===== src/rtl/bounce_counter_nbit.sv =====
// Bounded up/down counter with runtime step, load, and wrap/saturate/bounce/hold boundary modes.
// Optional prescaler on enabled cycles is built only when COUNTER_PRESCALE_EN is defined.
module bounce_counter_nbit #(
    parameter int WIDTH      = 10,
    parameter int MIN_VALUE  = 0,
    parameter int MAX_VALUE  = 2**WIDTH - 1,
    parameter int STEP_WIDTH = 4,
    parameter int PRESCALE   = 4
) (
    input  logic                  clock,
    input  logic                  reset,
    input  logic                  enable,
    input  logic [1:0]            mode,
    input  logic [STEP_WIDTH-1:0] step,
    input  logic                  load,
    input  logic [WIDTH-1:0]      loadValue,
    input  logic                  loadDown,
    output logic [WIDTH-1:0]      countValue,
    output logic                  down,
    output logic                  atMax,
    output logic                  atMin,
    output logic                  boundaryHit
);

    typedef enum logic [1:0] {
        MODE_WRAP   = 2'b00,
        MODE_SAT    = 2'b01,
        MODE_BOUNCE = 2'b10,
        MODE_HOLD   = 2'b11
    } mode_e;

    // Signed arithmetic domain wide enough for count + step and count - step without aliasing.
    localparam int EW = ((WIDTH > STEP_WIDTH) ? WIDTH : STEP_WIDTH) + 2;

    localparam logic [WIDTH-1:0] MIN_L = WIDTH'(MIN_VALUE);
    localparam logic [WIDTH-1:0] MAX_L = WIDTH'(MAX_VALUE);

    if (PRESCALE < 1 || MIN_VALUE < 0 || MIN_VALUE > MAX_VALUE || MAX_VALUE >= 2**WIDTH) begin : g_param_check
        $error("bounce_counter_nbit: invalid parameter combination");
    end

    logic [WIDTH-1:0] count_q, count_d;
    logic             down_q, down_d;
    logic             hit_q, hit_d;
    logic             advance;
    mode_e            mode_s;

    logic signed [EW-1:0] cnt_x, step_x, ld_x, min_x, max_x, up_x, dn_x;

    assign mode_s = mode_e'(mode);
    assign cnt_x  = $signed({{(EW-WIDTH){1'b0}}, count_q});
    assign step_x = $signed({{(EW-STEP_WIDTH){1'b0}}, step});
    assign ld_x   = $signed({{(EW-WIDTH){1'b0}}, loadValue});
    assign min_x  = $signed({{(EW-WIDTH){1'b0}}, MIN_L});
    assign max_x  = $signed({{(EW-WIDTH){1'b0}}, MAX_L});
    assign up_x   = cnt_x + step_x;
    assign dn_x   = cnt_x - step_x;

`ifdef COUNTER_PRESCALE_EN
    localparam int PW = (PRESCALE > 1) ? $clog2(PRESCALE) : 1;
    logic [PW-1:0] pre_q, pre_d;
    logic          pre_wrap;

    assign pre_wrap = (pre_q == PW'(PRESCALE - 1));
    assign advance  = enable && pre_wrap;

    always_comb begin
        pre_d = pre_q;
        if (load) begin
            pre_d = '0;
        end else if (enable) begin
            pre_d = pre_wrap ? '0 : pre_q + PW'(1);
        end
    end

    always_ff @(posedge clock) begin
        if (reset) begin
            pre_q <= '0;
        end else begin
            pre_q <= pre_d;
        end
    end
`else
    assign advance = enable;
`endif

    always_comb begin
        count_d = count_q;
        down_d  = down_q;
        hit_d   = 1'b0;
        if (load) begin
            down_d = loadDown;
            if (ld_x < min_x) begin
                count_d = MIN_L;
            end else if (ld_x > max_x) begin
                count_d = MAX_L;
            end else begin
                count_d = loadValue;
            end
        end else if (advance && step != '0 && mode_s != MODE_HOLD) begin
            if (!down_q) begin
                if (up_x >= max_x) begin
                    hit_d = 1'b1;
                    unique case (mode_s)
                        MODE_WRAP:   count_d = MIN_L;
                        MODE_SAT:    count_d = MAX_L;
                        MODE_BOUNCE: begin
                            count_d = MAX_L;
                            down_d  = 1'b1;
                        end
                        default:     count_d = count_q;
                    endcase
                end else begin
                    count_d = WIDTH'(up_x);
                end
            end else begin
                if (dn_x <= min_x) begin
                    hit_d = 1'b1;
                    unique case (mode_s)
                        MODE_WRAP:   count_d = MAX_L;
                        MODE_SAT:    count_d = MIN_L;
                        MODE_BOUNCE: begin
                            count_d = MIN_L;
                            down_d  = 1'b0;
                        end
                        default:     count_d = count_q;
                    endcase
                end else begin
                    count_d = WIDTH'(dn_x);
                end
            end
        end
    end

    always_ff @(posedge clock) begin
        if (reset) begin
            count_q <= MIN_L;
            down_q  <= 1'b0;
            hit_q   <= 1'b0;
        end else begin
            count_q <= count_d;
            down_q  <= down_d;
            hit_q   <= hit_d;
        end
    end

    assign countValue  = count_q;
    assign down        = down_q;
    assign boundaryHit = hit_q;
    assign atMax       = (count_q == MAX_L);
    assign atMin       = (count_q == MIN_L);

endmodule


===== config.mk =====
export PLATFORM = sky130hd
export DESIGN_NAME = bounce_counter_nbit
export DESIGN_NICKNAME = d
export VERILOG_FILES = /design/src/rtl/bounce_counter_nbit.sv
export SDC_FILE = /design/constraint.sdc
export NUM_CORES = 1
export LEC_CHECK = 0
export CORE_MARGIN = 4
export CORE_UTILIZATION = 31
export CTS_CLUSTER_DIAMETER = 60
export CTS_CLUSTER_SIZE = 12
export DETAILED_ROUTE_END_ITERATION = 7
export PLACE_DENSITY_LB_ADDON = 0.2
export SYNTH_ARGS = -nofsm -noshare
export SYNTH_HDL_FRONTEND = slang
export SYNTH_SLANG_ARGS = --single-unit

===== constraint.sdc =====
create_clock -name clock -period 5.55 [get_ports clock]
set_clock_uncertainty 0.1 [all_clocks]
set_input_delay 1.3875 -clock clock [delete_from_list [all_inputs] [get_ports clock]]
set_output_delay 1.3875 -clock clock [all_outputs]
set_load 0.005 [all_outputs]

Word level (Yosys, flattened, before mapping)
Index checks and enable logic that the tools add are counted.

Bits of input ports: 21. Output and inout port bits: 14. Register bits after elaboration: 12. Logic and storage cells: 44.

Mux-type cells: 19. Order comparisons: 4. Equality and inequality tests: 6. Add/subtract/negate cells: 2. Bitwise operators: 1. Reductions and logical operators: 9.

Operators by type and width (number): $mux 10 (7); $pmux 10 s2 (2); $add 10x4->11 (1); $ge 11x10->1 const B (1); $le 11x1->1 const B (1); $sub 10x4->11 (1); $eq 10x10->1 const B (1); $gt 10x10->1 const B (1); $logic_not 10->1 (1); $lt 10x1->1 const B (1); $mux 1 (10); $ne 5x4->1 const B (2); $reduce_bool 4->1 (1); $reduce_and 3->1 (1); $reduce_or 3->1 (1); $eq 2x1->1 const B (1); $eq 2x2->1 const B (1); $logic_and 1x1->1 (2); $logic_not 2->1 (1); $ne 2x2->1 const B (1); $reduce_bool 2->1 (1); $reduce_or 2->1 (1); $not 1->1 (1).

Longest topological paths before layout
Gate-level depths: netlist (run 1).

Depth after elaboration: 7. Depth in mapped cells: 10. Depth with buffers taken out: 10.

Least setup slack after synthesis (run 1)
OpenSTA, ideal clock, no wires.

Path type: input port to flip-flop. Start: input port step[0]. End: register count_q[1], in the netlist countValue[1]. Arrival: 3557 ps. Slack: 1751 ps. Path buffers: 0. Required time: 5308 ps. Setup time: 142 ps. Stages: 9. Path through: ha_1 -> inv_1 -> fa_1 -> nor4_1 -> o221ai_1 -> nor4b_4 -> o41ai_1 -> a222oi_1 -> a221oi_2.

Cells in the longest elaborated chain, start to end: 6. Elaborated cells between the ends (all ways): 16.

RTL lines: start: declaration (RTL line 14) `input logic [STEP_WIDTH-1:0] step,`; $add 10x4->11 / $sub 10x4->11 (equally long branches) (RTL line 56, 57); $ge 11x10->1 / $le 11x1->1 (equally long branches) (RTL line 102, 117); $mux 10, on equally long branches (RTL line 102, 117); $mux 10 (RTL line 101) `if (!down_q) begin`; $mux 10 (RTL line 100) `end else if (advance && step != '0 && mode_s != MODE_HOLD) begin`; $mux 10 (RTL line 91) `if (load) begin`; end signal: assignment (RTL line 141) `count_q <= count_d;`; end: declaration (RTL line 42) `logic [WIDTH-1:0] count_q, count_d;`.

Parallel ways exist; a longest one is shown, timed or not. The select of a mux whose other input is x is not followed. A chain may end at the register's enable or synchronous reset.

Worst setup path after layout (run 1)
Start: input port step[0]. End: register count_q[0], in the netlist countValue[0].

Same word-level chain as after synthesis.

==> impl_metrics.tcl, run 1 <==
set metrics [dict create \
    finalMaxSlewViolations 0 \
    drive_gt1_frac 0.1061 \
    synth.avg_cell_area_um2 7.765 \
    power.share.clock 0.210 \
    final_cell_area_um2 2263 \
    placed_cells 332 \
    cts_root_buf "clkbuf_8" \
    crit_path_start_kind "input port" \
    wl_um 5914 \
    gr-usage-met3 0.02621 \
    powerDensity_nw_per_um2 212.5 \
    synth.cell_area_um2 1848 \
    cts_buffers 3 \
    start_util 0.3276 \
    tns_ps 0 \
    setup_viol 0 \
    drcViolationCount 0 \
    hp-start "countValue[3]" \
    hold_path_depth 2 \
    final_hold_viol_count 0 \
    grt_pass1_vias 1875 \
    arrival_ps 4540 \
    netlist_instances 238 \
    final_cells 336 \
    holdWs_ps 478.7 \
    max_freq_mhz 222.9 \
    synth.top_cell.area_share 0.1300 \
    cts.htree.levels 1 \
    cts_resized 0 \
    die_w_um 85.21 \
    overflow 0 \
    max_cap_viol_count 0 \
    antenna_found_initial 0 \
    vias 1956 \
    routedWlPerCell_um 17.60 \
    nets 299 \
    die_h_um 85.21 \
    grtUsageMet1 0.2291 \
    place_area_um2 2208 \
    layout_common_cells "34 x clkdlybuf4s50_1, 27 x nor2_1, 22 x inv_1" \
    ys_seq_area_frac 0.1300 \
    clock_sinks 12 \
    rows 27 \
    hold_path_class "register to register" \
    ys_async_sr_fraction 0 \
    final_common_cell "clkdlybuf4s50_1" \
    ys_top_cells_by_area "dfxtp_1 13%, ha_1 7.4%, nor2_1 5.5%" \
    grt_usage 0.1676 \
    hpwl_um 4630 \
    grt_setup_unrepaired "false" \
    yosysTopAreaCell "dfxtp_1" \
    critPathCaptureType "register" \
    vias_per_cell 5.821 \
    drt_pass1_iterations 5 \
    tightest_slew_ps 825.5 \
    top_usage_layer "met2" \
    hold_end "countValue[3]" \
    intPower_mw 0.2703 \
    reg2reg_depth 10 \
    dieArea_um2 7261 \
    use_met2 0.2662 \
    reg2reg_to "countValue[1]" \
    synth_edf_count 0 \
    grt_first_pass_wirelength_um 9825 \
    slew_headroom 0.4485 \
    max-vdd-ir-drop_mv 0.09464 \
    cts_tree "built" \
    clock_path_buffers 2 \
    synth.distinct_cells 67 \
    switching_power_mw 0.2107 \
    gp_congestion 0.9052 \
    synthesis.nets 272 \
    worstSetupPathType "input port to register" \
    area_delta_synth_final_pct 22.48 \
    finalPower_mw 0.4810 \
    grt_max_degree 22 \
    core_area_um2 5642 \
    reg2reg_from "countValue[0]" \
    p_leak_nw 0.8108 \
    r2r_slack_ps 2270 \
    ys_warn_count 0 \
    top_level_ports 35 \
    antenna_cells 0 \
    dr.first_iter.drc_count 244 \
    crit_required_ps 5610 \
    status "complete, no violations" \
    clk_pin_slew_worst_paths_ps 60 \
    port_buffers 34 \
    clkLatencyLatePin_ps 250 \
    cts_setup_buffers 0 \
    pwr-share-seq 0.248 \
    cp_max_fo 9 \
    synthFlopType "dfxtp_1" \
    holdBufCountCts 0 \
    postRouteAntennaNets 0 \
    fin_crit_sh 0.8083 \
    synth-seq-cells 12 \
    swShare 0.4380 \
    period_needed_ps 4486 \
    p_comb_frac 0.541 \
]
[stage by stage]
| stage | setup WS, ps | utilization |
|---|---|---|
| floorplan | 1751 | - |
| global placement | 836.6 | 0.3914 |
| detailed placement | 852.5 | 0.3914 |
| CTS | 1070 | 0.4012 |
| global route | 807.0 | 0.4012 |
| finish | 1064 | 0.4012 |
[power by group through the flow]
stage                     clock network [mW]  logic (mW)  registers (mW)
after floorplan                            0       0.192           0.107
after global placement                     0       0.261           0.122
after detailed placement                   0       0.257           0.121
after CTS                              0.103       0.258           0.119
after global routing                   0.108       0.287           0.123
final                                  0.101       0.260           0.119
[worst max-delay path by stage]
| stage | start | endpoint | slack (ps) |
|---|---|---|---|
| 2_1_floorplan | step[0] | countValue[1] | 1750 |
| 3_3_place_gp | step[0] | countValue[1] | 840 |
| 3_5_place_dp | step[3] | countValue[0] | 850 |
| 4_1_cts | step[0] | countValue[0] | 1070 |
| 5_1_grt | step[0] | countValue[1] | 810 |
| 6_report | step[0] | countValue[0] | 1060 |
[layout make-up]
class	count	area [um2]
Clock buffer	4	55.05
Sequential cell	12	240.2
Timing Repair Buffer	34	340.3
Tap cell	72	90.09
Multi-Input combinational cell	192	1455
Fill cell	578	3378
Inverter	22	82.58
[worst max-delay path, stage by stage]
cell and delay [ps]:
clkdlybuf4s50_1 520, ha_1 220, inv_1 70, fa_1 430, nor3_2 210, nor3_1 90, xnor2_1 460, nor4b_4 170
o21ai_2 450, o21ai_2 230, a221oi_2 310
[Yosys cell counts (3+ instances only)]
| cell type | n |
|---|---|
| inv_1 | 22 |
| dfxtp_1 | 12 |
| nor2b_1 | 4 |
| o41ai_1 | 3 |
| clkbuf_1 | 5 |
| nor2_1 | 27 |
| or3_1 | 4 |
| nand4_1 | 3 |
| xor2_1 | 3 |
| ha_1 | 11 |
| o21ai_0 | 12 |
| o21bai_1 | 5 |
| xnor2_1 | 5 |
| nor3_1 | 6 |
| nand3_1 | 5 |
| a21o_1 | 4 |
| nor3b_1 | 3 |
| o221ai_1 | 5 |
| a21oi_1 | 8 |
| a221oi_2 | 5 |
| o2111ai_1 | 3 |
| a221oi_1 | 3 |
| nor4_1 | 6 |
| o211ai_1 | 5 |
| nand2_1 | 12 |
| a211oi_1 | 4 |
[cell families (layout without fill, tap and decap cells)]
group	after synthesis	after routing	synth area share
AND/OR/NAND/NOR	87	87	0.2708
AO/OA/AOI/OAI	83	83	0.3771
buffers and inverters	34	60	0.08260
adder cells (fa/ha/maj)	13	13	0.09614
flip-flops	12	12	0.1300
XOR/XNOR	8	8	0.03792
multiplexers	1	1	0.005417
[layer usage]
metal	vias to the layer above	routed length (um)
met3	6	300
li1	957	-
met5	-	0
met2	64	2809
met1	929	2710
met4	0	93
[registers in the layout (all words and copies together) (netlist names)]
name,flops
countValue,10
down,1
boundaryHit,1
Power figures use the tool's default switching activity.
==> run 2: changes to the inputs <==
==> constraint.sdc (replaced) <==
create_clock -name clock -period 4.2 [get_ports clock]
set_clock_uncertainty 0.1 [all_clocks]
set_input_delay 1.05 -clock clock [delete_from_list [all_inputs] [get_ports clock]]
set_output_delay 1.05 -clock clock [all_outputs]
set_load 0.005 [all_outputs]
==> run 2 against run 1 <==
Compared with the run above: first-iteration DRC count shrank 17%; utilization grew 3.5 points; die area is the same; via count grew 5.0%; count of clock-buffer cells in the layout is the same; sequential share of layout area shrank 0.84 points; global-route usage grew 0.58 points; sequential power grew 29%; worst setup slack lost 830 ps; sequential cell count is the same; final area grew 8.6%; largest cell class unchanged; highest routed layer unchanged.
==> impl_metrics.tcl, run 2 (synthesized netlist as in run 1, its figures left out) <==
set metrics [dict create \
    use_met2 0.2719 \
    start_util 0.3276 \
    placed_cells 358 \
    clk_pin_slew_worst_paths_ps 60 \
    clock_sinks 12 \
    area_delta_synth_final_pct 33.04 \
    status "complete, no violations" \
    hpwl_um 4960 \
    period_needed_ps 3965 \
    drt_pass1_iterations 4 \
    clock_path_buffers 2 \
    cts_root_buf "clkbuf_8" \
    critPathCaptureType "register" \
    overflow 0 \
    worstSetupPathType "input port to register" \
    final_hold_viol_count 0 \
    top_level_ports 35 \
    cts_buffers 3 \
    fin_util 0.4358 \
    slew_headroom 0.4124 \
    final_cells 362 \
    holdBufCountCts 0 \
    hold_end "countValue[3]" \
    reg2reg_from "countValue[1]" \
    wl_um 6026 \
    clkLatencyLatePin_ps 250 \
    hold_path_depth 2 \
    nets 325 \
    reg2reg_to "countValue[9]" \
    max-vdd-ir-drop_mv 0.1346 \
    drcViolationCount 0 \
    multi_input_area_um2 1455 \
    gr-usage-met3 0.01456 \
    drive_gt1_frac 0.1862 \
    finalPower_mw 0.6747 \
    vias 2054 \
    finalMaxSlewViolations 0 \
    reg2reg_depth 10 \
    grtUsageMet1 0.2519 \
    grt_max_degree 15 \
    grt_pass1_vias 1924 \
    vias_per_cell 5.674 \
    max_freq_mhz 252.2 \
    dieArea_um2 7261 \
    top_usage_layer "met2" \
    cts_tree "built" \
    r2r_slack_ps 1090 \
    dr.first_iter.drc_count 203 \
    setup_viol 0 \
    arrival_ps 4030 \
    die_w_um 85.21 \
    fin_crit_sh 0.9441 \
    cp_max_fo 9 \
    postRouteAntennaNets 0 \
    antenna_cells 0 \
    crit_path_start_kind "input port" \
    tightest_slew_ps 879.5 \
    crit_required_ps 4260 \
    antenna_found_initial 0 \
    fillers 567 \
    hp-start "countValue[3]" \
    max_cap_viol_count 0 \
    cts_setup_buffers 0 \
    core_area_um2 5642 \
    cts.htree.levels 1 \
    p_leak_nw 0.9379 \
    final_common_cell "clkdlybuf4s50_1" \
    grt_usage 0.1734 \
    place_area_um2 2404 \
    hold_path_class "register to register" \
    grt_first_pass_wirelength_um 10200 \
    largest_register_ffs 10 \
    port_buffers 34 \
    layout_common_cells "34 x clkdlybuf4s50_1, 27 x nor2_1, 26 x buf_4" \
    seq_area_um2 240.2 \
    powerDensity_nw_per_um2 274.4 \
    routedWlPerCell_um 16.65 \
    die_h_um 85.21 \
    rows 27 \
    cts_resized 0 \
    tns_ps 0 \
    final_cell_area_um2 2459 \
    gp_congestion 0.8531 \
    grt_setup_unrepaired "false" \
]
-- run 2: cell types whose count changed in the layout (fill, tap and decap cells not counted) --
cell / before / now
buf_4: 0 / 26
-- run 2: cell type report --
| type | instances | area share |
|---|---|---|
| multi-input combinational | 192 | 0.5919 |
| timing repair buffer | 60 | 0.2178 |
| sequential | 12 | 0.09771 |
| tap | 72 | 0.03664 |
| inverter | 22 | 0.03359 |
| clock buffer | 4 | 0.02239 |
-- run 2: worst max-delay path by stage --
| stage | cells after the start | startpoint | endpoint | slack [ps] |
|---|---|---|---|---|
| finish | 10 | step[2] | countValue[9] | 230 |
| global route | 12 | step[0] | countValue[6] | 20 |
| CTS | 11 | step[2] | countValue[4] | 240 |
| detailed placement | 12 | step[0] | countValue[0] | -10 |
| global placement | 12 | step[0] | countValue[6] | 1 |
| floorplan | 9 | step[0] | countValue[1] | 740 |
-- run 2: layer usage --
| layer | vias up | wire (um) |
|---|---|---|
| met2 | 54 | 2772 |
| li1 | 1010 | - |
| met4 | 0 | 78 |
| met1 | 984 | 2918 |
| met5 | - | 0 |
| met3 | 6 | 258 |
-- run 2: per-stage QoR --
| step | setup slack (ps) | hold WS (ps) |
|---|---|---|
| final | 234.7 | 475.8 |
| after global routing | 16.58 | 501.2 |
| after CTS | 237.7 | 467.2 |
| after detailed placement | -10.05 | 458.6 |
| after global placement | 1.234 | 466.3 |
| after floorplan | 738.2 | 422.2 |
-- run 2: critical path: stages --
cell	delay, ps
clkdlybuf4s50_1	480
inv_1	50
ha_1	440
nor3b_1	420
o31a_1	240
o211ai_1	140
a21o_1	230
o21ai_0	500
o221ai_1	230
a211oi_1	250
-- run 2: report_power, final --
part / switching, mW / internal [mW] / leakage [nW]
logic: 0.210 / 0.180 / 0.810
registers: 0.0270 / 0.126 / 0.0996
clock network: 0.0486 / 0.0831 / 0.0288
total: 0.285 / 0.389 / 0.938
==> patch: new RTL, flow settings as in run 2 <==
Add a define of `COUNTER_PRESCALE_EN`.
--- a/src/rtl/bounce_counter_nbit.sv
+++ b/src/rtl/bounce_counter_nbit.sv
@@ -1,4 +1,6 @@
 // Bounded up/down counter with runtime step, load, and wrap/saturate/bounce/hold boundary modes.
 // Optional prescaler on enabled cycles is built only when COUNTER_PRESCALE_EN is defined.
+`define COUNTER_PRESCALE_EN
+
 module bounce_counter_nbit #(
     parameter int WIDTH      = 10,
Formal check against the unedited RTL: not equivalent (Yosys sat finds a counterexample within 4 cycles, from zero or initial values and one cycle with reset high).
==> patch against run 2 <==
Setup slack lost 0.025 ns. Hold slack worse by 0.046 ns. Highest routed layer unchanged. Design area decreased by 2.5%. Sequential cell count is 2 higher. Area after synthesis decreased by 4.1%. Via count is 6.1% lower. Critical path type unchanged. Combinational power is 35% lower. Non-clock buffer count rose by 2. Largest power group unchanged. Routed wire length decreased by 6.1%. First-iteration DRC count decreased by 40%. Total power shrank 19%. Fmax is 0.62% lower. Sequential share of layout area up 1.9 points.
==> patch: results (changes against run 2) <==
Place
  – Pre-CTS setup slack: -0.0423 ns (-0.0323 ns)
  – RePlAce Congestion: 0.940 (+10%)
  – Post-DP HPWL: 4.57 mm (-7.8%)
  – Post-DP Area: 2330 um2 (-2.9%)

Yosys
  – Compound-Gate Fraction of Synth Area: 0.325 (-0.0518)
  – Register area share after synthesis: 0.158 (+0.0281)
  – Distinct cell type count after synthesis: 57 (-15%)
  – Syn Nets: 260 (-4.4%)
  – Mux contribution to synthesized area: 0.0226 (+0.0172)
  – Post-synth top cells: nor2_1 (20), nand2_1 (19), inv_1 (17)
  – Top area cells in the synthesized netlist: dfxtp_1 (16%), ha_1 (8.5%), nor2_1 (4.2%), nand2_1 (4.0%), nor3_1 (4.0%)

Run status
  – Status: complete, no violations

GRT
  – Number of global-route vias before repair: 1901 (-1.2%)
  – Met1 Use GR: 0.218 (-0.0339)
  – Met2 Use GR: 0.265 (-0.00653)
  – GR met3 Demand/Resource: 0.0118 (-0.00272)
  – Total GRT Usage: 0.160 (-0.0132)
  – First-pass GRT wire length: 9.31 mm (-8.7%)

Critical path
  – Worst r2r dst: countValue[2]
  – CP arrival: 4.02 ns (about the same)
  – Slowest stage cell, crit path: clkdlybuf4s50_1
  – Worst reg-to-reg path cell count: 11 (+1)
  – Worst r2r src: countValue[0]
  – Reg2Reg Setup Slack: 1.04 ns (-0.05 ns)
  – CP startpoint: step[0]
  – Critical path's largest stage delay: 0.52 ns (+0.02 ns)

Power
  – PD cells: 228 nW/um2 (-17%)
  – Worst vdd ir: 0.000173 V (+29%)
  – Pleak: 0.911 nW (-2.9%)

Final layout
  – Layout cell share with drive strength beyond 1: 0.183 (-0.00275)
  – Fillers: 611 (+7.8%)

Route
  – Final WL: 5.66 mm (-6.1%)
  – Metal2 WL: 2.66 mm (-4.1%)
  – DR WL met3: 148 um (-43%)
  – WL met1: 2.73 mm (-6.5%)
  – Avg Vias per Cell: 5.51 (-2.9%)
  – 1st-iter DRT viols: 121 (-40%)

Timing
  – Slew headroom: 0.563 (+0.150)
-- patch: per-stage QoR --
step	hold slack (ns)	setup TNS [ns]	cells	utilization
2_1_floorplan	0.402	0	225	-
5_1_grt	0.470	0	350	0.433
4_1_cts	0.433	0	350	0.431
6_report	0.429	0	350	0.433
3_3_place_gp	0.423	0	346	0.421
3_5_place_dp	0.420	-0.138	346	0.421
-- patch: worst min-delay path by stage --
stage              from  endpoint  slack [ns]  depth (start not counted)
2_1_floorplan  pre_q[1]  pre_q[1]        0.40                          2
3_3_place_gp   pre_q[1]  pre_q[1]        0.42                          2
3_5_place_dp   pre_q[1]  pre_q[1]        0.42                          2
4_1_cts        pre_q[1]  pre_q[1]        0.43                          2
5_1_grt        pre_q[1]  pre_q[1]        0.47                          2
6_report       pre_q[1]  pre_q[1]        0.43                          2
-- patch: power breakdown --
group	total (mW)	switching [mW]	internal, mW	leakage, nW
Combinational	0.253	0.129	0.124	0.767
Sequential	0.156	0.0154	0.141	0.115
Clock	0.136	0.0532	0.0833	0.0288
-- patch: area by class of cell --
type	count	area (um2)	share of cell area
inverters	18	67.6	0.0282
multi-input cells	180	1350	0.565
flip-flops and latches	14	280	0.117
repair buffers	62	551	0.230
well taps	72	90.1	0.0376
clock buffers	4	55.1	0.0230
-- patch: critical path, delay by kind of cell --
kind / cells / cell delay [ns]
AOI/OAI and AO/OA: 5 / 1.19
xor gates and xnor gates: 1 / 0.17
and+or+nand+nor: 1 / 0.44
buffers and inverters: 2 / 0.58
adders and majority gates: 2 / 0.60
-- patch: what timing repair did --
item                       4_1_cts  5_1_grt
gates resized for setup          0        1
hold buffers                     0        0
setup buffers                    0        0
setup endpoints to repair        0        1
